[src/rtl/motor_cmd_scheduler.sv]
// motor_cmd_scheduler
// Sits between the UART command parser and the per-channel step generators.
// Each channel owns one shadow command slot. A slot is copied into the motor
// controller registers only once that controller is idle. Moves heading into
// an active endstop are aborted. Per-channel status is exported for reporting.

module motor_cmd_scheduler #(
  parameter int NUM_CH   = 10,
  parameter int DIV_W    = 16,
  parameter int STEP_W   = 11,
  parameter bit HOME_DIR = 1'b0,
  parameter int START_TO = 16
) (
  input  logic                     CLOCK_25,
  input  logic                     rst_n,
  input  logic                     cmd_valid,
  output logic                     cmd_ready,
  input  logic [3:0]               cmd_ch,
  input  logic [DIV_W-1:0]         cmd_div,
  input  logic [STEP_W-1:0]        cmd_steps,
  input  logic                     cmd_dir,
  output logic                     cmd_err,
  input  logic [NUM_CH-1:0]        mr_active,
  input  logic [NUM_CH-1:0]        term_n,
  output logic [NUM_CH*DIV_W-1:0]  mr_divider,
  output logic [NUM_CH*STEP_W-1:0] mr_steps,
  output logic [NUM_CH-1:0]        mr_dir,
  output logic [NUM_CH-1:0]        mr_reset,
  output logic [NUM_CH-1:0]        pending,
  output logic [NUM_CH-1:0]        busy,
  output logic [NUM_CH-1:0]        aborted,
  output logic [NUM_CH-1:0]        fault
);

  localparam int TMR_W = (START_TO < 1) ? 1 : $clog2(START_TO + 1);
  localparam logic [TMR_W-1:0] TMR_LOAD = TMR_W'(START_TO);
  localparam logic [TMR_W-1:0] TMR_ONE  = TMR_W'(1);
  localparam logic [4:0]       NUM_CH_L = 5'(NUM_CH);

  // Endstop synchronizer
  logic [NUM_CH-1:0] termS1_q, termS2_q;
  logic [NUM_CH-1:0] hit;

  // Per-channel status and controller-facing registers
  logic [NUM_CH-1:0] pending_q, pending_d;
  logic [NUM_CH-1:0] busy_q, busy_d;
  logic [NUM_CH-1:0] aborted_q, aborted_d;
  logic [NUM_CH-1:0] fault_q, fault_d;
  logic [NUM_CH-1:0] mrReset_q, mrReset_d;
  logic [NUM_CH-1:0] mrDir_q, mrDir_d;
  logic [NUM_CH-1:0] activePrev_q;
  logic [NUM_CH-1:0] seenActive_q, seenActive_d;
  logic [NUM_CH-1:0] shDir_q, shDir_d;

  logic [DIV_W-1:0]  shDiv_q    [NUM_CH];
  logic [DIV_W-1:0]  shDiv_d    [NUM_CH];
  logic [STEP_W-1:0] shSteps_q  [NUM_CH];
  logic [STEP_W-1:0] shSteps_d  [NUM_CH];
  logic [DIV_W-1:0]  mrDiv_q    [NUM_CH];
  logic [DIV_W-1:0]  mrDiv_d    [NUM_CH];
  logic [STEP_W-1:0] mrSteps_q  [NUM_CH];
  logic [STEP_W-1:0] mrSteps_d  [NUM_CH];
  logic [TMR_W-1:0]  timer_q    [NUM_CH];
  logic [TMR_W-1:0]  timer_d    [NUM_CH];

  logic [3:0] rrPtr_q, rrPtr_d;
  logic       cmdErr_q, cmdErr_d;

  // Command handshake decode
  logic [15:0]       pendPad;
  logic              chInRange;
  logic              cmdBad;
  logic              accept;
  logic              acceptOk;
  logic [NUM_CH-1:0] acceptVec;

  // Arbitration and per-channel events
  logic [NUM_CH-1:0] eligible;
  logic [NUM_CH-1:0] grantVec;
  logic              grantAny;
  logic [3:0]        grantIdx;
  logic [3:0]        cand;
  logic [NUM_CH-1:0] abortEv;
  logic [NUM_CH-1:0] doneEv;
  logic [NUM_CH-1:0] timeoutEv;

  // Channel index base+k, wrapped into 0..NUM_CH-1.
  function automatic logic [3:0] wrapIdx(input logic [3:0] base, input int k);
    int s;
    s = int'(base) + k;
    if (s >= NUM_CH) s = s - NUM_CH;
    return 4'(s);
  endfunction

  assign hit       = ~termS2_q;
  assign pendPad   = 16'(pending_q);
  assign chInRange = ({1'b0, cmd_ch} < NUM_CH_L);
  assign cmd_ready = ~chInRange | ~pendPad[cmd_ch];
  assign cmdBad    = ~chInRange | (cmd_steps == '0);
  assign accept    = cmd_valid & cmd_ready;
  assign acceptOk  = accept & ~cmdBad;
  assign eligible  = pending_q & ~busy_q & ~mr_active;

  // Two-flop synchronizer for the asynchronous endstop inputs
  always_ff @(posedge CLOCK_25 or negedge rst_n) begin
    if (!rst_n) begin
      termS1_q <= '0;
      termS2_q <= '0;
    end else begin
      termS1_q <= term_n;
      termS2_q <= termS1_q;
    end
  end

  // Decode a valid accept into a one-hot channel select
  always_comb begin
    acceptVec = '0;
    for (int i = 0; i < NUM_CH; i++) begin
      acceptVec[i] = acceptOk & (cmd_ch == 4'(i));
    end
  end

  // Round-robin search over eligible channels starting at the pointer
  always_comb begin
    grantAny = 1'b0;
    grantIdx = '0;
    cand     = '0;
    for (int k = 0; k < NUM_CH; k++) begin
      cand = wrapIdx(rrPtr_q, k);
      if (!grantAny && eligible[cand]) begin
        grantAny = 1'b1;
        grantIdx = cand;
      end
    end
  end

  // Expand the winning index into a one-hot grant
  always_comb begin
    grantVec = '0;
    for (int i = 0; i < NUM_CH; i++) begin
      grantVec[i] = grantAny & (grantIdx == 4'(i));
    end
  end

  // Busy-channel events; abort outranks done, done outranks timeout
  always_comb begin
    abortEv   = '0;
    doneEv    = '0;
    timeoutEv = '0;
    for (int i = 0; i < NUM_CH; i++) begin
      abortEv[i]   = busy_q[i] & hit[i] & (mrDir_q[i] == HOME_DIR);
      doneEv[i]    = busy_q[i] & ~abortEv[i] & activePrev_q[i] & ~mr_active[i];
      timeoutEv[i] = busy_q[i] & ~abortEv[i] & ~doneEv[i] & ~seenActive_q[i] &
                     ~mr_active[i] & (timer_q[i] <= TMR_ONE);
    end
  end

  // Next-state for all channel state; an accept is applied last so it wins
  always_comb begin
    pending_d    = pending_q;
    busy_d       = busy_q;
    aborted_d    = aborted_q;
    fault_d      = fault_q;
    mrReset_d    = '0;
    mrDir_d      = mrDir_q;
    seenActive_d = seenActive_q;
    shDir_d      = shDir_q;
    shDiv_d      = shDiv_q;
    shSteps_d    = shSteps_q;
    mrDiv_d      = mrDiv_q;
    mrSteps_d    = mrSteps_q;
    timer_d      = timer_q;
    for (int i = 0; i < NUM_CH; i++) begin
      if (busy_q[i] && (timer_q[i] != '0)) begin
        timer_d[i] = timer_q[i] - TMR_ONE;
      end
      if (busy_q[i] && mr_active[i]) begin
        seenActive_d[i] = 1'b1;
      end
      if (abortEv[i]) begin
        mrReset_d[i] = 1'b1;
        mrSteps_d[i] = '0;
        busy_d[i]    = 1'b0;
        pending_d[i] = 1'b0;
        aborted_d[i] = 1'b1;
      end else if (doneEv[i]) begin
        mrSteps_d[i] = '0;
        busy_d[i]    = 1'b0;
      end else if (timeoutEv[i]) begin
        mrSteps_d[i] = '0;
        busy_d[i]    = 1'b0;
        fault_d[i]   = 1'b1;
      end
      if (grantVec[i]) begin
        mrDiv_d[i]      = shDiv_q[i];
        mrSteps_d[i]    = shSteps_q[i];
        mrDir_d[i]      = shDir_q[i];
        pending_d[i]    = 1'b0;
        busy_d[i]       = 1'b1;
        timer_d[i]      = TMR_LOAD;
        seenActive_d[i] = 1'b0;
      end
      if (acceptVec[i]) begin
        shDiv_d[i]   = cmd_div;
        shSteps_d[i] = cmd_steps;
        shDir_d[i]   = cmd_dir;
        pending_d[i] = 1'b1;
        aborted_d[i] = 1'b0;
        fault_d[i]   = 1'b0;
      end
    end
    rrPtr_d  = grantAny ? wrapIdx(grantIdx, 1) : rrPtr_q;
    cmdErr_d = accept & cmdBad;
  end

  // State registers; reset returns every channel to idle with zero steps
  always_ff @(posedge CLOCK_25 or negedge rst_n) begin
    if (!rst_n) begin
      pending_q    <= '0;
      busy_q       <= '0;
      aborted_q    <= '0;
      fault_q      <= '0;
      mrReset_q    <= '0;
      mrDir_q      <= '0;
      activePrev_q <= '0;
      seenActive_q <= '0;
      shDir_q      <= '0;
      rrPtr_q      <= '0;
      cmdErr_q     <= 1'b0;
      for (int i = 0; i < NUM_CH; i++) begin
        shDiv_q[i]   <= '0;
        shSteps_q[i] <= '0;
        mrDiv_q[i]   <= '0;
        mrSteps_q[i] <= '0;
        timer_q[i]   <= '0;
      end
    end else begin
      pending_q    <= pending_d;
      busy_q       <= busy_d;
      aborted_q    <= aborted_d;
      fault_q      <= fault_d;
      mrReset_q    <= mrReset_d;
      mrDir_q      <= mrDir_d;
      activePrev_q <= mr_active;
      seenActive_q <= seenActive_d;
      shDir_q      <= shDir_d;
      rrPtr_q      <= rrPtr_d;
      cmdErr_q     <= cmdErr_d;
      shDiv_q      <= shDiv_d;
      shSteps_q    <= shSteps_d;
      mrDiv_q      <= mrDiv_d;
      mrSteps_q    <= mrSteps_d;
      timer_q      <= timer_d;
    end
  end

  for (genvar g = 0; g < NUM_CH; g++) begin : gOut
    assign mr_divider[g*DIV_W +: DIV_W]  = mrDiv_q[g];
    assign mr_steps[g*STEP_W +: STEP_W]  = mrSteps_q[g];
  end

  assign mr_dir   = mrDir_q;
  assign mr_reset = mrReset_q;
  assign pending  = pending_q;
  assign busy     = busy_q;
  assign aborted  = aborted_q;
  assign fault    = fault_q;
  assign cmd_err  = cmdErr_q;

endmodule

[config.mk]
export PLATFORM = sky130hd
export DESIGN_NAME = motor_cmd_scheduler
export DESIGN_NICKNAME = d
export VERILOG_FILES = /design/src/rtl/motor_cmd_scheduler.sv
export SDC_FILE = /design/constraint.sdc
export NUM_CORES = 1
export LEC_CHECK = 0
export BUFFER_PORTS_ARGS = -buffer_cell sky130_fd_sc_hd__buf_4
export CAP_MARGIN = 20
export CORE_UTILIZATION = 63
export CTS_BUF_LIST = sky130_fd_sc_hd__clkbuf_16
export DETAILED_ROUTE_END_ITERATION = 8
export PLACE_DENSITY = 0.87
export SETUP_SLACK_MARGIN = 0.02
export SYNTH_ARGS = -nofsm -noshare
export SYNTH_HDL_FRONTEND = slang
export SYNTH_SLANG_ARGS = --single-unit
[constraint.sdc]
create_clock -name CLOCK_25 -period 9.5 [get_ports CLOCK_25]
set_input_delay 0.475 -clock CLOCK_25 [delete_from_list [all_inputs] [get_ports CLOCK_25]]
set_output_delay 0.475 -clock CLOCK_25 [all_outputs]
set_load 0.02 [all_outputs]
Yosys cells after proc, flatten, opt, wreduce, memory -nomap -nowiden
Cells that the tools add are included.
{ "totals": {"wordCells": 795, "regBits": 705, "input_bits": 55} }
{ "op_classes": {"reduce_logical": 121, "mux": 273, "bitwise": 173, "magnitude_cmp": 33, "addsub": 31, "eq_ne": 38} }
{ "ops": {"columns": ["cell", "n"], "rows": [
  ["11-bit two-way mux", 40],
  ["1-bit two-way mux", 181],
  ["1-bit AND", 113],
  ["5-bit two-way mux", 20],
  ["4-bit two-way mux", 21],
  ["2-bit nonzero test", 40],
  ["4-bit by 5-bit < comparator with 1-bit output (second input constant)", 11],
  ["1-bit NOT", 53],
  ["5-bit by 4-bit >= comparator with 1-bit output (second input constant)", 10],
  ["5-bit by 1-bit less-or-equal comparator with 1-bit output (second input constant)", 10],
  ["5-bit nonzero test", 10],
  ["5-bit by 1-bit subtractor with 5-bit output (second input constant)", 10],
  ["1-bit binary-select mux with 4-bit select", 11],
  ["4-bit subtractor (second input constant)", 11],
  ["2-bit != test (second input constant)", 20],
  ["4-bit nonzero test", 10],
  ["4-bit by 3-bit == test with 1-bit output (second input constant)", 8],
  ["10-bit NOT", 3],
  ["3-bit AND reduction", 10],
  ["3-bit nonzero test", 10],
  ["1-bit logical AND", 29],
  ["4-bit by 3-bit adder with 5-bit output (second input constant)", 4],
  ["10-bit AND", 2],
  ["4-bit by 2-bit == test with 1-bit output (second input constant)", 4],
  ["11 further kinds", 28]
]} }

Longest topological paths before layout
Gate-level depths: netlist of the first run.
{ "depth": {"depth_word": 37, "depth_mapped": 25, "ltp_nobuf": 21} }

Worst setup path after synthesis of the first run
OpenSTA, ideal clock, no wires.
{ "synth_path": {"path_kind": "register to register", "startpoint": "register rrPtr_q[0]", "endpoint": "register rrPtr_q[2]", "setup_time_ns": 0.142, "synth_period_minus_slack_ns": 5.405, "slack_ns": 4.095, "path_buffers": 4, "path_stages_with_launch": 24, "t_arrival_ns": 5.263, "cell_sequence": "dfrtp_1 -> buf_2 -> clkinv_1 -> clkbuf_1 -> ha_1 -> xor2_4 -> ha_1 -> o211ai_2 -> and4_4 -> buf_6 -> or4_1 -> a31oi_4 -> and4b_1 -> buf_6 -> and2_4 -> a211o_1 -> o21ai_0 -> inv_1 -> ha_1 -> xnor2_1 -> ha_1 -> o31a_1 -> o221ai_1 -> a311oi_1"} }
{ "synth_via": {"elab_chain_cells": 35, "elab_cells_between_ends": 101, "classes_between": "add/sub (21); order compare (11); mux (51); reduce/logical (18)"} }
{ "synth_rtl": {"columns": ["item", "line_no", "rtl"], "rows": [
  ["start: declaration", "66", "logic [3:0] rrPtr_q, rrPtr_d;"],
  ["start signal: assignment", "247", "rrPtr_q <= rrPtr_d;"],
  ["branches (longest 35 deep; another with 4-bit by 1-bit adder with 5-bit output)", null, null]
]} }
Parallel ways; which one is timed is not known. The select of a mux whose other input is x is not followed.
A chain may end at the register's enable or synchronous reset.

Worst setup path after layout of the first run
{ "layout_path": {"startpoint": "register rrPtr_q[0]", "endpoint": "register mrDir_q[0], in the netlist mr_dir[0]"} }
{ "layout_via": {"elab_chain_cells": 34, "elab_cells_between_ends": 99, "classes_between": "add/sub (19); order compare (10); mux (50); bitwise (1); reduce/logical (19)"} }
{ "layout_rtl": {"columns": ["item", "line_no", "rtl"], "rows": [
  ["branches (longest 33 deep; another with 4-bit by 1-bit adder with 5-bit output)", null, null],
  ["1-bit AND *", "141", "grantVec[i] = grantAny & (grantIdx == 4'(i));"],
  ["end signal: assignment", "243", "mrDir_q <= mrDir_d;"],
  ["end: declaration", "50", "logic [NUM_CH-1:0] mrDir_q, mrDir_d;"]
]} }
Every way passes the cells marked *. The select of a mux whose other input is x is not followed.

==> results of run 1 <==
## worst max-delay path by stage
stage	to	slack, ps	cells past startpoint
4_1_cts	mr_dir[0]	2960	20
3_5_place_dp	mr_dir[0]	3030	20
6_report	mr_dir[0]	2930	20
3_3_place_gp	mr_dir[0]	3120	20
5_1_grt	mr_steps[0]	2360	21
2_1_floorplan	rrPtr_q[2]	4100	23
## layout by cell type (no fill, tap or decap), types with 34 or more instances in the layout
cell type / synthesis / layout
dfrtp_1: 705 / 705
nand2_1: 378 / 378
o21ai_0: 124 / 124
mux2_2: 372 / 372
nand3_1: 35 / 34
a21oi_1: 53 / 53
clkbuf_16: 0 / 74
buf_4: 5 / 414
nor2_1: 134 / 131
ha_1: 55 / 55
inv_1: 63 / 79
mux2_1: 41 / 41
## routing by layer
layer | vias up | share of wire (%) | wire, um | global-route usage, %
li1 | 9538 | - | - | -
met1 | 11430 | 39 | 35170 | 47.61
met2 | 972 | 49 | 44730 | 61.01
met3 | 250 | 8.0 | 7291 | 8.972
met4 | 0 | 4.4 | 3984 | 16.94
met5 | - | 0 | 0 | 0
## metrics by stage
| stage | instance area (um2) | util (%) |
|---|---|---|
| 6_report | 36240 | 76.06 |
| 5_1_grt | 36240 | 76.06 |
| 4_1_cts | 36160 | 75.89 |
| 3_5_place_dp | 33750 | 70.83 |
| 3_3_place_gp | 33740 | 70.81 |
| 2_1_floorplan | 30410 | - |
## sequential cells by signal (all words and copies together) (netlist names), 50 cells and up
signal,flops
mr_divider,160
shDiv_q,160
mr_steps,110
shSteps_q,110
timer_q,50
## critical path: stages, from the launching register on
cell      delay [ps]
dfrtp_1          350
clkinv_1         250
buf_4            310
ha_1             310
buf_4            200
inv_1            200
ha_1             390
nand2b_1         180
a21oi_1           40
a311oi_1         350
nor2_1           110
o32ai_2          470
and4b_1          420
nand4_1          230
or3_1            370
o21ai_0          220
ha_1             240
nand2_1          160
nor3b_4          870
buf_4            380
mux2_2           360
## timing repair
item / 4_1_cts / 5_1_grt
hold buffers: 16 / 0
endpoints found under the hold margin: 122 / 0
gates resized for setup: 0 / 0
## kinds of logic (layout without fill, tap and decap cells)
logic type	Yosys count	in the layout	synth area share, %
AO/OA/AOI/OAI	352	352	7.768
XOR/XNOR	52	52	1.559
adder cells (fa/ha/maj)	56	56	2.329
buffers and inverters	212	631	2.975
flip-flops	705	705	58.01
multiplexers	432	432	16.04
other	0	1	0
AND/OR/NAND/NOR	739	739	11.32
## area by class of cell
class | count | area share, %
Timing Repair Buffer | 437 | 9.370
Clock inverter | 54 | 1.098
Clock buffer | 74 | 5.110
Tap cell | 615 | 2.123
Multi-Input combinational cell | 1631 | 32.92
Antenna cell | 1 | 0.006905
Sequential cell | 705 | 48.68
Inverter | 66 | 0.6905
==> qor.yml, run 1 <==
status: "finished, final reports clean"
multi_input_area_um2: 11930
post-cts-setup-buffer-count: 0
yosysUniqueCellTypes: 97
fp.dieW_um: 221.7
synth_seq_cells: 705
syn_area_um2: 30410
critPathCaptureType: "flip-flop"
synth.most_common_cell: "dfrtp_1"
worst_setup_path_start_kind: "flip-flop"
post_synth_most_frequent_cells: "dfrtp_1 (705), nand2_1 (378), mux2_2 (372)"
seq_area_frac_synth_pct: 58.01
ant_nets: 0
start_util_pct: 63.83
ctsHtreeMaxLevel: 3
drc_errors: 0
grt_use_total_pct: 37.35
stdcell_count: 3583
ios: 387
dp_slack_ps: 3031
rsz0062_at_grt: "false"
drt-wirelength-per-cell_um: 25.45
r2r_start: "rrPtr_q[0]"
dp_hpwl_mm: 59.39
seqCellArea_um2: 17640
required_ps: 9990
portBuffers: 386
crit_start: "rrPtr_q[0]"
synth_ff_type: "dfrtp_1"
yosysWarnings: 0
slew_viol_final: 0
crit_type: "reg2reg"
synth_edf_count: 0
detail_route.vias_per_cell: 6.194
hold_start: "mr_active[2]"
drtIter0Drc: 2144
crit_arrival_ps: 7060
post-route-period-util_pct: 69.11
area_growth_pct: 19.17
syn_inst: 2548
drive_above_1_share_pct: 31.82
grt_max_degree: 163
fin_worst_skew_ps: 29.48
finalWorstSetupSlack_ps: 2934
grt_pass1_vias: 23160
cts_buffers: 72
setup_viol: 0
max-cap-violations: 0
dr.pass1.iters: 5
crit_path_max_fanout: 20
die_h_um: 221.7
reg2reg_to: "mr_dir[0]"
slew_headroom_pct: 23.93
cts-root-buf: "clkbuf_16"
dp_cells: 3435
wirelength_mm: 91.18
fin_crit_ps: 6566
fmax_ghz: 0.1523
synth_top_area_cell: "dfrtp_1"
cts_tree: "yes"
hold-path-endpoint: "activePrev_q[2]"
netlist.area_leader.share_pct: 58.01
clkLatencyLatePin_ps: 630
clk_transition_reported_paths_ps: 60
grt_antenna_before_repair: 4
synth-async-reset-ratio_pct: 100.0
reg2regPathDepth: 20
cts_sinks: 705
n_fill_cell: 2809
synth_area_leaders: "dfrtp_1 (58%), mux2_2 (14%), nand2_1 (4.7%)"
row_count: 80
ff2ff_setup_slack_ps: 2930
nets: 3024
fin_tns_setup_ps: 0
avgSynthCellArea_um2: 11.94
core_um2: 47650
worstHoldPathCells: 1
hp-class: "in2reg"
grt_pass1_wl_mm: 138.7
place_congestion: 0.9665
synth_nets: 2659
vias: 22190
cts_max_path_buffers: 3
die_area_um2: 49160
whs_ps: 22.23
worstMarginPinSlew_ps: 1125
finalHoldViolCount: 0
grt.overflow.total: 0
Power of run 1 is not shown: default switching activity piles up to over one toggle a cycle in this logic, so the estimate is an artifact.
==> run 2, diff against run 1 <==
CORE_UTILIZATION = 52   (was 63)
PLACE_DENSITY = 0.77   (was 0.87)
clock period = 5.55 ns   (was 9.5 ns; I/O delays follow)
==> qor.yml, run 2 (synthesis results as in run 1) <==
die_area_um2: 59460  # +21%
finalHoldViolCount: 0  # unchanged
fp.dieW_um: 243.8  # +10%
grt_pass1_wl_mm: 133.0  # -4.1%
crit_path_max_fanout: 25  # +25%
dp_hpwl_mm: 59.36  # about the same
grt_max_degree: 173  # +6.1%
final_cell_mix: "dfrtp_1 (705), buf_4 (456), nand2_1 (378), mux2_2 (372), nor2_1 (131)"
slew_viol_final: 0  # unchanged
cts_sinks: 705  # unchanged
detail_route.vias_per_cell: 5.756  # -7.1%
grt_pass1_vias: 22660  # -2.2%
fin_tns_setup_ps: 0  # unchanged
nets: 3082  # +1.9%
reg2reg_to: "mr_steps[12]"
final_common_cell: "dfrtp_1"
grt_use_total_pct: 29.29  # -8.1 points
rsz0062_at_grt: "false"
row_count: 88  # +10%
crit_chain: "clkinvlp_4, buf_4, ha_1, a21o_1, xnor2_1, mux2_2, or4_4, a31oi_4, and4b_2, and2_4, a221o_1, a22o_1, inv_1, ha_1, nand2_1, nor3b_4, buf_12, buf_4, o21ai_0"
worstMarginPinSlew_ps: 1182  # +57.14 ps
cts_tree: "yes"
clkLatencyLatePin_ps: 620  # about the same
reg2regPathDepth: 19  # -5.0%
fin_crit_ps: 5197  # -1369 ps
cts_max_path_buffers: 3  # unchanged
area_growth_pct: 22.06
drc_errors: 0  # unchanged
finalWorstSetupSlack_ps: 352.9  # -2581 ps
hold_start: "cmd_div[15]"
cts_buffers: 73  # +1.4%
drtIter0Drc: 1620  # -24%
status: "finished, final reports clean"
ant_nets: 0  # unchanged
ios: 387  # unchanged
post-route-period-util_pct: 93.64  # +25 points
crit_type: "reg2reg"
hp-class: "in2reg"
worstHoldPathCells: 2  # +1
crit_arrival_ps: 5670  # -1390 ps
r2r_start: "rrPtr_q[1]"
dr.pass1.iters: 6  # +1
vias: 21840  # -1.6%
required_ps: 6030  # -3960 ps
fmax_ghz: 0.1924  # +26%
die_h_um: 243.8  # +10%
crit_path_top_delay_cell: "or4_4"
place_congestion: 0.9563  # -1.1%
hold-path-endpoint: "shDiv_q[143]"
wirelength_mm: 86.46  # -5.2%
critPathCaptureType: "flip-flop"
drt-wirelength-per-cell_um: 22.78  # -10%
drive_above_1_share_pct: 33.22  # +1.4 points
ctsHtreeMaxLevel: 3  # unchanged
start_util_pct: 52.71  # -11 points
clk_transition_reported_paths_ps: 60  # about the same
slew_headroom_pct: 20.57  # -3.4 points
setup_viol: 0  # unchanged
grt.overflow.total: 0  # unchanged
dp_slack_ps: 302.4  # -2728 ps
max-cap-violations: 0  # unchanged
ff2ff_setup_slack_ps: 350  # -2580 ps
slowest_delay_ps: 440  # -430 ps
fin_worst_skew_ps: 38.53  # +9.046 ps
worst_setup_path_start_kind: "flip-flop"
portBuffers: 386  # unchanged
core_um2: 57700  # +21%
grt_antenna_before_repair: 9  # +5
cts-root-buf: "clkbuf_16"
## run 2: changes by cell type in the layout (fill, tap and decap cells not counted), sizes merged, moves of 2 or more
| cell | previous run | this run |
|---|---|---|
| inv | 82 | 86 |
| clkinv | 31 | 29 |
| buf | 421 | 472 |
| bufinv | 4 | 6 |
| dlygate4sd3 | 16 | 22 |
## run 2: layout make-up
type,instances,area [um2]
fillers,4374,20570
flip-flops and latches,705,17640
diodes,2,5.005
well taps,765,957.2
clock inverters,59,519.2
clock buffers,73,1827
multi-input cells,1631,11960
inverters,66,254.0
repair buffers,494,3959
## run 2: how the worst max path moves through the flow
stage | start | endpoint | cells after the start
2_1_floorplan | rrPtr_q[0] | rrPtr_q[2] | 23
3_3_place_gp | rrPtr_q[1] | mr_steps[18] | 18
3_5_place_dp | rrPtr_q[2] | mr_dir[3] | 17
4_1_cts | rrPtr_q[2] | mr_divider[50] | 17
5_1_grt | rrPtr_q[2] | mr_steps[13] | 20
6_report | rrPtr_q[1] | mr_steps[12] | 19
## run 2: per-layer routing
| layer | share of wire [%] | track usage (%) | vias to the layer above |
|---|---|---|---|
| met5 | 0.044 | 0 | - |
| met4 | 3.8 | 12.28 | 6 |
| met3 | 7.9 | 7.667 | 201 |
| met2 | 49 | 47.84 | 794 |
| met1 | 40 | 36.95 | 11200 |
| li1 | - | - | 9647 |
## run 2: worst max-delay path: cells and delay by family (launching register included)
kind | cells | cell delay (ps)
xor gates and xnor gates | 1 | 210
buffers and inverters | 5 | 1050
DFF | 1 | 400
AOI/OAI and AO/OA | 5 | 1200
adders and majority gates | 2 | 430
muxes | 1 | 400
and+or+nand+nor | 5 | 1350
## run 2: through the flow
| stage | instances | hold WS (ps) | instance area, um2 | utilization (%) |
|---|---|---|---|---|
| floorplan | 2548 | -18.09 | 30410 | - |
| global placement | 3638 | 332.3 | 34520 | 59.83 |
| detailed placement | 3639 | 334.7 | 34530 | 59.84 |
| CTS | 3793 | 21.38 | 37090 | 64.29 |
| global route | 3793 | 37.88 | 37120 | 64.33 |
| finish | 3795 | 36.68 | 37120 | 64.34 |
## run 2: repair_timing
action	4_1_cts	5_1_grt
hold buffers	22	0
gates resized for setup	0	9
buffers inserted	0	0
hold endpoints to repair	158	0
setup endpoints to repair	0	147
Power of run 2 is left out for the same reason.
==> run 3, diff against run 2 <==
ABC_AREA = 1   (was default)
clock period = 4.7 ns   (was 5.55 ns; I/O delays follow)
==> qor.yml, run 3 <==
die_area_um2: 57110  # -4.0%
synth_top_area_cell: "dfrtp_1"
dp_cells: 4300  # +18%
drc_errors: 0  # unchanged
netlist.area_leader.share_pct: 60.42  # +2.4 points
nets: 3761  # +22%
start_util_pct: 52.80  # +0.085 points
post_synth_most_frequent_cells: "nand2_1 (1,238), dfrtp_1 (705), o21ai_0 (341)"
cts-root-buf: "clkbuf_16"
fin_crit_ps: 4284  # -912.7 ps
drt-wirelength-per-cell_um: 19.60  # -14%
slowest_delay_ps: 430  # about the same
slew_headroom_pct: 24.50  # +3.9 points
ios: 387  # unchanged
n_fill_cell: 4507  # +3.0%
synth_nets: 3328  # +25%
dp_hpwl_mm: 57.42  # -3.3%
multi_input_area_um2: 10200  # -15%
seqCellArea_um2: 17640  # about the same
grt_pass1_wl_mm: 133.6  # +0.48%
area_growth_pct: 23.04
placed_area_um2: 33340  # -3.4%
syn_area_um2: 29200  # -4.0%
core_um2: 55310  # -4.1%
drive_above_1_share_pct: 17.50  # -16 points
cts_buffers: 72  # -1.4%
fmax_ghz: 0.2334  # +21%
post-route-period-util_pct: 91.16  # -2.5 points
ctsHtreeMaxLevel: 3  # unchanged
syn_inst: 3217  # +26%
portBuffers: 386  # unchanged
yosysUniqueCellTypes: 58  # -40%
die_h_um: 239.0  # -2.0%
cts_tree: "yes"
grt_antenna_before_repair: 12  # +3
crit_arrival_ps: 4800  # -870 ps
detail_route.vias_per_cell: 5.394  # -6.3%
crit_path_top_delay_cell: "dfrtp_1"
fin_worst_skew_ps: 26.58  # -11.95 ps
fp.dieW_um: 239.0  # -2.0%
place_congestion: 0.9304  # -2.7%
max-cap-violations: 0  # unchanged
slew_viol_final: 0  # unchanged
status: "finished, final reports clean"
synth-adder-area-share_pct: 2.425  # +0.097 points
rsz0062_at_grt: "false"
grt.overflow.total: 0  # unchanged
fin_tns_setup_ps: 0  # unchanged
whs_ps: 27.61  # -9.072 ps
final_common_cell: "nand2_1"
synth_top_family_by_area: "simple AND/OR/NAND/NOR gates"
row_count: 86  # -2.3%
worstMarginPinSlew_ps: 1131  # -51.00 ps
fin_area_um2: 35930  # -3.2%
hp-class: "in2reg"
crit_path_max_fanout: 9  # -64%
grt_max_degree: 117  # -32%
seq_area_frac_synth_pct: 60.42  # +2.4 points
clkLatencyLatePin_ps: 630  # about the same
synth_ff_type: "dfrtp_1"
synth_mux_area_share_pct: 0.03856  # -16 points
synth_compound_area_share_pct: 7.927  # +0.16 points
synth-async-reset-ratio_pct: 100.0  # unchanged
final_cell_mix: "nand2_1 (1,237), dfrtp_1 (704), buf_4 (450), o21ai_0 (340), inv_1 (203)"
ant_nets: 0  # unchanged
grt_use_total_pct: 31.06  # +1.8 points
grt_pass1_vias: 23000  # +1.5%
cts_sinks: 705  # unchanged
crit_type: "reg2reg"
wirelength_mm: 87.28  # +0.94%
cts_max_path_buffers: 3  # unchanged
synth_seq_cells: 705  # unchanged
dr.pass1.iters: 6  # unchanged
path_common_cell: "nand2_1"
synth.most_common_cell: "nand2_1"
setup_viol: 0  # unchanged
yosysWarnings: 0  # unchanged
critPathCaptureType: "flip-flop"
vias: 24020  # +10%
synth_area_leaders: "dfrtp_1 (60%), nand2_1 (16%), o21ai_0 (5.8%)"
drtIter0Drc: 2483  # +53%
worst_setup_path_start_kind: "flip-flop"
synth_simple_gate_area_share_pct: 22.63  # +11 points
finalHoldViolCount: 0  # unchanged
clk_transition_reported_paths_ps: 60  # about the same
stdcell_count: 4454  # +17%
avgSynthCellArea_um2: 9.077  # -24%
synth_xor_area_share_pct: 1.491  # -0.068 points
required_ps: 5210  # -820 ps
synth_edf_count: 0  # unchanged
run 3: cell types whose count changed in the layout (fill, tap and decap cells not counted), moves of 25 or more:
cell	previous run	this run
xnor2_1	31	6
a21oi_1	52	27
mux2_1	41	0
mux2_2	372	1
nand2_1	378	1237
nand3_1	33	180
o21ai_0	123	340
inv_1	80	203
run 3: layout make-up:
class,count,area share [%]
Clock inverter,53,1.177
Sequential cell,705,49.11
Antenna cell,4,0.02786
Clock buffer,73,5.084
Timing Repair Buffer,497,11.37
Multi-Input combinational cell,2164,28.38
Inverter,210,2.246
Tap cell,748,2.605
run 3: path summary, 6_finish.rpt:
| path | endpoint | start | slack, ps | cells after the start |
|---|---|---|---|---|
| setup / recovery | rrPtr_q[2] | rrPtr_q[1] | 420 | 33 |
| hold / removal | cmd_err | cmd_steps[10] | 30 | 4 |
| setup reg to reg | rrPtr_q[2] | rrPtr_q[1] | 420 | 33 |
| hold reg to reg | termS2_q[9] | termS1_q[9] | 340 | 0 |
| max in group asynchronous | shDiv_q[44] | rst_n | 3240 | 3 |
| min in group asynchronous | timer_q[33] | rst_n | 250 | 2 |
run 3: through the flow:
step | util, % | worst slack [ps]
2_1_floorplan | - | 273.3
5_1_grt | 64.94 | 7.950
3_3_place_gp | 60.28 | 82.84
4_1_cts | 64.74 | 52.64
6_report | 64.96 | 415.7
3_5_place_dp | 60.28 | 18.61
run 3: critical path: cells and delay by family (launching register included):
| kind | cells | cell delay (ps) |
|---|---|---|
| compound gates | 1 | 260 |
| simple gates | 23 | 2200 |
| fa+ha+maj | 4 | 800 |
| flops | 1 | 430 |
| buf+inv | 5 | 480 |
run 3: what timing repair did:
item / CTS / global route
cloned: 0 / 0
gates resized for setup: 1 / 25
setup buffers: 0 / 2
pin swaps: 0 / 3
setup endpoints to repair: 2 / 353
hold endpoints to repair: 138 / 0
hold buffers: 22 / 0
run 3: kinds of logic after synthesis:
family | Yosys count
DFF | 705
muxes | 1
adders and majority gates | 56
and+or+nand+nor | 1624
buffers and inverters | 348
AOI/OAI and AO/OA | 435
xor gates and xnor gates | 48
run 3: metal layers:
metal	vias to the layer above	share of wire, %	track usage, %
li1	11140	-	-
met1	11800	41	42.30
met2	923	48	49.50
met3	160	7.9	5.381
met4	4	3.7	12.72
met5	-	0.027	0
Power of run 3 is left out for the same reason.
